**src/rtl/mm_pkg.sv**
```systemverilog
// Shared constants and helpers for the matrix-multiply stream blocks.
// The element width and frame size defaults must match the downstream multiplier.
package mm_pkg;

  localparam int M           = 4;
  localparam int N           = 4;
  localparam int D_W         = 8;
  localparam int AXIS_W      = 32;
  localparam int LANES       = AXIS_W / D_W;
  localparam int FRAME_ELEMS = 2 * M * N;

  // One output beat: packed data plus its end-of-frame marker.
  typedef struct packed {
    logic              last;
    logic [AXIS_W-1:0] data;
  } axis_word_t;

  // Number of bits needed to encode the values 0 .. value-1.
  function automatic int clog2(input int value);
    int r;
    r = 0;
    for (int v = value - 1; v > 0; v = v >> 1) begin
      r++;
    end
    return r;
  endfunction

endpackage

```
**src/rtl/mm_axis_outreg.sv**
```systemverilog
// Single-entry valid/ready output register: holds its word while stalled and
// accepts a new load in the same cycle the current word is consumed.
module mm_axis_outreg #(
  parameter int W = 33
) (
  input  logic         clk,
  input  logic         rst_n,
  input  logic         load,
  input  logic [W-1:0] load_data,
  output logic         in_ready,
  output logic         out_valid,
  output logic [W-1:0] out_data,
  input  logic         out_ready
);

  logic         valid_q, valid_d;
  logic [W-1:0] data_q,  data_d;

  assign in_ready  = !valid_q || out_ready;
  assign out_valid = valid_q;
  assign out_data  = data_q;

  // NOTE: every signal assigned in always_comb gets a default on entry, so no
  // path through the block leaves it unassigned and no latch is inferred.
  always_comb begin
    valid_d = valid_q;
    data_d  = data_q;
    if (load) begin
      valid_d = 1'b1;
      data_d  = load_data;
    end else if (valid_q && out_ready) begin
      valid_d = 1'b0;
      data_d  = '0;
    end
  end

  // NOTE: clocked state uses non-blocking assignments only, so every flop
  // samples the pre-edge value of its inputs regardless of block ordering.
  always_ff @(posedge clk or negedge rst_n) begin
    if (!rst_n) begin
      valid_q <= 1'b0;
      data_q  <= '0;
    end else begin
      valid_q <= valid_d;
      data_q  <= data_d;
    end
  end

endmodule

```
**src/rtl/mm_axis_packer.sv**
```systemverilog
// Packs a stream of D_W-bit matrix elements little-endian into 32-bit words,
// marks the last word of each operand frame and flags malformed frames.
module mm_axis_packer #(
  parameter int M           = mm_pkg::M,
  parameter int N           = mm_pkg::N,
  parameter int D_W         = mm_pkg::D_W,
  parameter int FRAME_ELEMS = 2 * M * N
) (
  input  logic           clk,
  input  logic           rst_n,
  input  logic [D_W-1:0] s_axis_tdata,
  input  logic           s_axis_tvalid,
  output logic           s_axis_tready,
  input  logic           s_axis_tlast,
  output logic [31:0]    x_TDATA,
  output logic           x_TVALID,
  input  logic           x_TREADY,
  output logic           x_TLAST,
  output logic           err_short,
  output logic           err_long,
  output logic [15:0]    frame_cnt
);

  import mm_pkg::*;

  localparam int N_LANES = AXIS_W / D_W;
  localparam int LANE_W  = (N_LANES > 1) ? clog2(N_LANES) : 1;
  localparam int CNT_W   = (FRAME_ELEMS > 1) ? clog2(FRAME_ELEMS) : 1;

  localparam logic [LANE_W-1:0] LAST_LANE = LANE_W'(N_LANES - 1);
  localparam logic [CNT_W-1:0]  LAST_CNT  = CNT_W'(FRAME_ELEMS - 1);

  logic [LANE_W-1:0] lane_q,      lane_d;
  logic [CNT_W-1:0]  elem_cnt_q,  elem_cnt_d;
  logic [AXIS_W-1:0] asm_q,       asm_d;
  logic              err_short_q, err_short_d;
  logic              err_long_q,  err_long_d;
  logic [15:0]       frame_cnt_q, frame_cnt_d;

  logic              accept;
  logic              frame_end;
  logic              close;
  logic              close_last;
  logic [AXIS_W-1:0] merged;
  logic              out_ready_up;
  logic              out_valid;
  axis_word_t        load_word;
  axis_word_t        out_word;

  assign s_axis_tready = out_ready_up;
  assign accept        = s_axis_tvalid && out_ready_up;
  assign frame_end     = (elem_cnt_q == LAST_CNT);
  assign close_last    = frame_end || s_axis_tlast;
  assign close         = accept && ((lane_q == LAST_LANE) || close_last);

  // Lanes above the current one are still zero because the assembly register
  // is cleared on every close, which gives the zero padding of short words.
  always_comb begin
    merged = asm_q;
    for (int k = 0; k < N_LANES; k++) begin
      if (lane_q == LANE_W'(k)) begin
        merged[k*D_W +: D_W] = s_axis_tdata;
      end
    end
  end

  always_comb begin
    lane_d      = lane_q;
    elem_cnt_d  = elem_cnt_q;
    asm_d       = asm_q;
    err_short_d = err_short_q;
    err_long_d  = err_long_q;
    frame_cnt_d = frame_cnt_q;

    if (accept) begin
      if (close) begin
        lane_d     = '0;
        asm_d      = '0;
        elem_cnt_d = close_last ? '0 : elem_cnt_q + 1'b1;
      end else begin
        lane_d     = lane_q + 1'b1;
        asm_d      = merged;
        elem_cnt_d = elem_cnt_q + 1'b1;
      end
      if (s_axis_tlast && !frame_end) begin
        err_short_d = 1'b1;
      end
      if (frame_end && !s_axis_tlast) begin
        err_long_d = 1'b1;
      end
    end

    if (out_valid && x_TREADY && out_word.last) begin
      frame_cnt_d = frame_cnt_q + 16'd1;
    end
  end

  always_ff @(posedge clk or negedge rst_n) begin
    if (!rst_n) begin
      lane_q      <= '0;
      elem_cnt_q  <= '0;
      asm_q       <= '0;
      err_short_q <= 1'b0;
      err_long_q  <= 1'b0;
      frame_cnt_q <= '0;
    end else begin
      lane_q      <= lane_d;
      elem_cnt_q  <= elem_cnt_d;
      asm_q       <= asm_d;
      err_short_q <= err_short_d;
      err_long_q  <= err_long_d;
      frame_cnt_q <= frame_cnt_d;
    end
  end

  assign load_word.last = close_last;
  assign load_word.data = merged;

  mm_axis_outreg #(
    .W ($bits(axis_word_t))
  ) u_outreg (
    .clk       (clk),
    .rst_n     (rst_n),
    .load      (close),
    .load_data (load_word),
    .in_ready  (out_ready_up),
    .out_valid (out_valid),
    .out_data  (out_word),
    .out_ready (x_TREADY)
  );

  assign x_TVALID  = out_valid;
  assign x_TDATA   = out_word.data;
  assign x_TLAST   = out_word.last;
  assign err_short = err_short_q;
  assign err_long  = err_long_q;
  assign frame_cnt = frame_cnt_q;

endmodule

```
**config.mk**
```make
export PLATFORM = sky130hd
export DESIGN_NAME = mm_axis_packer
export DESIGN_NICKNAME = d
export VERILOG_FILES = /design/src/rtl/mm_pkg.sv /design/src/rtl/mm_axis_outreg.sv /design/src/rtl/mm_axis_packer.sv
export SDC_FILE = /design/constraint.sdc
export NUM_CORES = 1
export LEC_CHECK = 0
export BUFFER_PORTS_ARGS = -buffer_cell sky130_fd_sc_hd__buf_4
export CORE_AREA = 2 2 102 104
export CTS_CLUSTER_DIAMETER = 100
export DETAILED_ROUTE_END_ITERATION = 10
export DIE_AREA = 0 0 104 106
export GPL_ROUTABILITY_DRIVEN = 0
export SLEW_MARGIN = 25
export SYNTH_ARGS = -nofsm -noshare
export SYNTH_HDL_FRONTEND = slang
export SYNTH_SLANG_ARGS = --single-unit
```
**constraint.sdc**
```tcl
create_clock -name clk -period 3.4 [get_ports clk]
set_clock_uncertainty 0.2 [all_clocks]
set_input_delay 0.68 -clock clk [delete_from_list [all_inputs] [get_ports clk]]
set_output_delay 0.68 -clock clk [all_outputs]
set_load 0.01 [all_outputs]
```
### Word-level counts from Yosys, hierarchy flattened

Cells that the tools add are included.
Widths: inputs -> output; s select.

* word-level logic and storage cells: 43
* flip-flop bits (word level): 91
* input port bits: 13
* output and inout port bits: 53

* add/sub/neg operators: 3
* reduce and logical (&&, ||, !) cells: 16
* equality and inequality tests: 4
* mux-type cells: 12

Operators with widths (number)
* $mux 33: 2
* $mux 32: 1
* $mux 8: 4
* $add 16x1->16 const B: 1
* $mux 5: 2
* $logic_and 1x1->1: 6
* $add 5x1->5 const B: 1
* $eq 5x5->1 const B: 1
* $eq 2x2->1 const B: 2
* $reduce_and 2->1: 2
* $logic_not 1->1: 3
* $logic_or 1x1->1: 3
* $add 2x1->2 const B: 1
* $eq 2x1->1 const B: 1
* $logic_not 2->1: 1
* $mux 1: 2
* $mux 2: 1
* $reduce_bool 2->1: 1

### Logic depth before layout (Yosys ltp)

* depth after elaboration: 5
* mapped depth: 8
* mapped depth without buffers: 7

### By module

Synthesis repeated with hierarchy kept, for this count alone.

* cells, all modules: 372
* area total of the unflattened synthesis: 4241.6 um2

By module, submodules not included
* mm_axis_packer: times used 1, cells an instance 259, area an instance 2796.4 um2, sequential area each 1426.4 um2
* mm_axis_outreg: times used 1, cells an instance 113, area an instance 1445.1 um2, sequential area each 850.8 um2

### Worst setup path before layout

OpenSTA, ideal clock, no wires.

* path type: reg-to-reg
* start point: register elem_cnt_q[0]
* end point: register u_outreg.data_q[10], in the netlist u_outreg.out_data[10]
* setup time: 77 ps
* slack: 1240 ps
* cell stages (with the launch flop): 9
* buffers on the path: 1
* period minus slack after synthesis: 2160 ps
* arrival: 1884 ps
* data required time: 3123 ps
* path through: dfrtp_1 ha_1 and3_1 ha_1 or3_4 a22oi_4 buf_6 nand2_1 o21ai_1

* word-level cells in the longest chain between the ends: 5
* elaborated cells between the ends (all ways): 6
* those cells by class: 1 x eq/ne; 1 x mux; 4 x reduce/logical

Ends and longest elaborated chain
* start: declaration: RTL line mm_axis_packer.sv:34 `logic [CNT_W-1:0] elem_cnt_q, elem_cnt_d;`
* start signal: assignment: RTL line mm_axis_packer.sv:108 `elem_cnt_q <= elem_cnt_d;`
* $eq 5x5->1 *: RTL line mm_axis_packer.sv:52 `assign frame_end = (elem_cnt_q == LAST_CNT);`
* $logic_or 1x1->1 *: RTL line mm_axis_packer.sv:53 `assign close_last = frame_end || s_axis_tlast;`
* $logic_or 1x1->1 *: RTL line mm_axis_packer.sv:54 `assign close = accept && ((lane_q == LAST_LANE) || close_last);`
* $logic_and 1x1->1 *: RTL line mm_axis_packer.sv:54
* $mux 33 or $reduce_bool 2->1 (tied branches)
* end signal: assignment: RTL line mm_axis_outreg.sv:45 `data_q <= data_d;`
* end: declaration: RTL line mm_axis_outreg.sv:17 `logic [W-1:0] data_q, data_d;`

Every way passes the cells marked *; elsewhere a longest branch is shown, timed or not.
A chain may end at the register's enable or synchronous reset.

### Worst setup path after layout

* start point: register elem_cnt_q[0]
* end point: register u_outreg.data_q[6], in the netlist u_outreg.out_data[6]

The elaborated chain is that of the path after synthesis.

==> summary.md <==
| Metric | Value |
|---|---|
| DPL Wire Length | `5.705 mm` |
| Final setup vio count | `0` |
| Area delta synth->final | `20.82%` |
| Root buf cell | `clkbuf_8` |
| I/O pin count | `66` |
| H-tree lvl count | `3` |
| Detail Route Antenna Nets | `0` |
| Worst Path Arrival | `2670 ps` |
| Final Hold Vio Count | `0` |
| Iteration count of the initial detailed-routing pass | `4` |
| Area fraction in compound gates after synthesis | `12.30%` |
| Post-synth EDFFs | `0` |
| Req. time, crit path | `3470 ps` |
| Fin crit share | `76.61%` |
| DRC | `0` |
| Total chip power | `2.729 mW` |
| Synthesis Warnings | `0` |
| Seq cells post-synth | `91` |
| Setup WS post-layout | `795.4 ps` |
| Area of the core | `10000 sq um` |
| Via Count | `2715` |
| Post-synthesis cell type count | `35` |
| HP Class | `in2async` |
| Total GRT Usage | `16.37%` |
| Number of antenna violations at the first check in global routing | `0` |
| Drt initial violations | `126` |
| Area share of fa/ha/maj cells after synthesis | `2.249%` |
| Vert. Die Dim | `106 um` |
| Peak supply drop | `277.3 uV` |
| Area after DPL | `4504 sq um` |
| WL final | `8.340 mm` |
| Setup bufs post-CTS | `0` |
| Fill count | `957` |
| Die Width | `104 um` |
| Cells after synthesis | `330` |
| Die area | `11020 sq um` |
| Mux cell area share after synthesis | `8.224%` |
| First-pass GRT wire length | `14.26 mm` |
| Max-slew violation count | `0` |
| Nets | `414` |
| Number of diodes | `0` |
| Vias/cell | `5.075` |
| Flip-flop and latch area | `2277 sq um` |
| Async S/R FF share, synth | `100.0%` |
| Slew @ Worst Pin | `626.6 ps` |
| Main combinational cell family by area after synthesis | `simple AND/OR/NAND/NOR gates` |
| Area of the multi-input gates | `1503 sq um` |
| Period minus WS final | `2605 ps` |
| Mean Syn Cell Area | `11.80 sq um` |
| CTS sink count | `91` |
| DR WL/cell | `15.59 um` |
| Worst relative slew slack | `58.23%` |
| Placement Setup Slack | `805.9 ps` |
| Final instance area | `4706 sq um` |
| GR Overflow Total | `0` |
| Dominant register cell in the synthesized netlist | `dfrtp_1` |
| Post-Synthesis Net Count | `350` |
| Critical Path Sink Type | `register` |
| Area share of xor/xnor cells in the synthesized design | `3.373%` |
| Clock Latency Late Sink | `350 ps` |
| Layout cells sized above 1 | `23.81%` |
| Clock-pin slew of the registers on the worst-case setup and hold paths | `90 ps` |
| Fmax achieved | `383.9 MHz` |
| Starting Density | `38.95%` |
| Hold-fix buffer count after cts | `0` |
| Max clock buf depth | `2` |
| Number of core rows | `37` |
| Total CTS buffers | `9` |
| Simple-gate share of the synthesized area | `12.43%` |
| Port Buffers | `65` |
| CTS resizes | `0` |
| Largest net degree at the start of global routing | `92` |
| Synth Cell Area | `3895 sq um` |
| Max_cap viols | `0` |
| Static Leak | `2.245 nW` |
| Post-route setup TNS | `0 ps` |
| Crit Path Class | `reg2reg` |
| Status | `complete, no violations` |
| Seq/Total Area, Yosys | `58.46%` |
| CTS tree | `built` |
| CP Launch Type | `register` |
| Crit Path Max Fanout | `22` |
| Power per cell area | `580.0 nW/um^2` |
| Vias in the first global route | `2741` |
| Worst r2r src | `elem_cnt_q[0]$_DFFE_PN0P_` |
| RSZ-0062 raised after global routing | `no` |
| Crit path launch | `elem_cnt_q[0]$_DFFE_PN0P_` |
==> state kept, by name (all words and copies together), names as in the netlist <==
register,cells
err_short,1
err_long,1
asm_q,32
u_outreg.out_valid,1
lane_q,2
elem_cnt_q,5
frame_cnt,16
u_outreg.out_data,33
==> power breakdown <==
group	internal, mW	switching (mW)	total [mW]
Sequential	1.24	0.120	1.36
Clock	0.360	0.375	0.735
Combinational	0.306	0.330	0.636
Total	1.90	0.825	2.73
==> layer usage <==
layer	part of all wire [%]	global-route usage [%]
met5	0	0
met4	2.0	7.046
met3	4.1	2.514
met2	44	24.30
met1	50	23.88
==> synthesized netlist by cell type (2+ instances only) <==
| master | instances | area share, % |
|---|---|---|
| xnor2_1 | 12 | 2.7 |
| buf_6 | 4 | 1.2 |
| o21ai_2 | 3 | 0.67 |
| mux2i_1 | 32 | 8.2 |
| nor3_1 | 2 | 0.26 |
| buf_2 | 6 | 0.77 |
| xor2_1 | 3 | 0.67 |
| clkbuf_1 | 3 | 0.29 |
| and4_1 | 2 | 0.45 |
| clkbuf_2 | 2 | 0.26 |
| nor2_1 | 4 | 0.39 |
| o21ai_0 | 6 | 0.77 |
| dfrtp_1 | 91 | 58 |
| o31ai_1 | 2 | 0.39 |
| nand4_1 | 5 | 0.80 |
| a22o_1 | 24 | 5.4 |
| nand2_1 | 51 | 4.9 |
| inv_1 | 5 | 0.48 |
| and3_1 | 5 | 0.80 |
| o21ai_1 | 32 | 4.1 |
| and2_1 | 9 | 1.4 |
| nand3_1 | 8 | 1.0 |
| ha_1 | 7 | 2.2 |
==> cell families after synthesis <==
group           Yosys count
fa+ha+maj                 7
simple gates             95
xor+xnor                 15
mux                      32
buf+inv                  20
flops                    91
compound gates           70
==> cell usage in the layout (no fill, tap or decap), drive strengths merged <==
| master | instances |
|---|---|
| clkinv | 2 |
| nor4 | 2 |
| and3 | 5 |
| nand2b | 2 |
| o21ai | 41 |
| bufinv | 1 |
| a22o | 24 |
| clkbuf | 10 |
| nor2b | 1 |
| nor3 | 2 |
| o31ai | 2 |
| dfrtp | 91 |
| a21boi | 1 |
| xnor2 | 12 |
| clkinvlp | 2 |
| a31o | 1 |
| inv | 6 |
| ha | 7 |
| mux2i | 32 |
| and2 | 10 |
| a22oi | 1 |
| nor2 | 4 |
| or2 | 1 |
| or3 | 1 |
| nand2 | 51 |
| xor2 | 3 |
| and4 | 2 |
| buf | 68 |
| nand3 | 9 |
| nand4 | 5 |
==> critical path, stage by stage (launching register included) <==
cell     delay (ps)
dfrtp_1         420
ha_1            230
and3_1          190
ha_1            230
or3_4           440
a22oi_4         310
buf_4           330
nand2_1          80
o21ai_1          90
==> final timing paths <==
kind,to,slack (ps),cells after the start
setup / recovery,u_outreg.out_data[6]$_DFFE_PN0P_,800,8
hold / removal,frame_cnt[11]$_DFFE_PN0P_,140,2
setup reg to reg,u_outreg.out_data[6]$_DFFE_PN0P_,800,8
hold reg to reg,err_short$_DFFE_PN0P_,270,1
max in group asynchronous,frame_cnt[8]$_DFFE_PN0P_,2470,2
min in group clk,err_short$_DFFE_PN0P_,270,1
==> metrics by stage <==
step	hold WS (ps)	std cells	util, %
4_1_cts	176.6	535	47.06
3_5_place_dp	259.5	519	45.05
3_3_place_gp	250.5	519	45.05
5_1_grt	192.1	535	47.06
2_1_floorplan	184.4	330	-
6_report	143.2	535	47.06
==> layout make-up <==
class / count / share of cell area [%]
inverters: 5 / 0.3988
clock inverters: 6 / 1.356
multi-input cells: 219 / 31.93
repair buffers: 68 / 11.38
well taps: 136 / 3.616
clock buffers: 10 / 2.925
flip-flops and latches: 91 / 48.39
No activity file was read; power rests on OpenSTA's default activity.
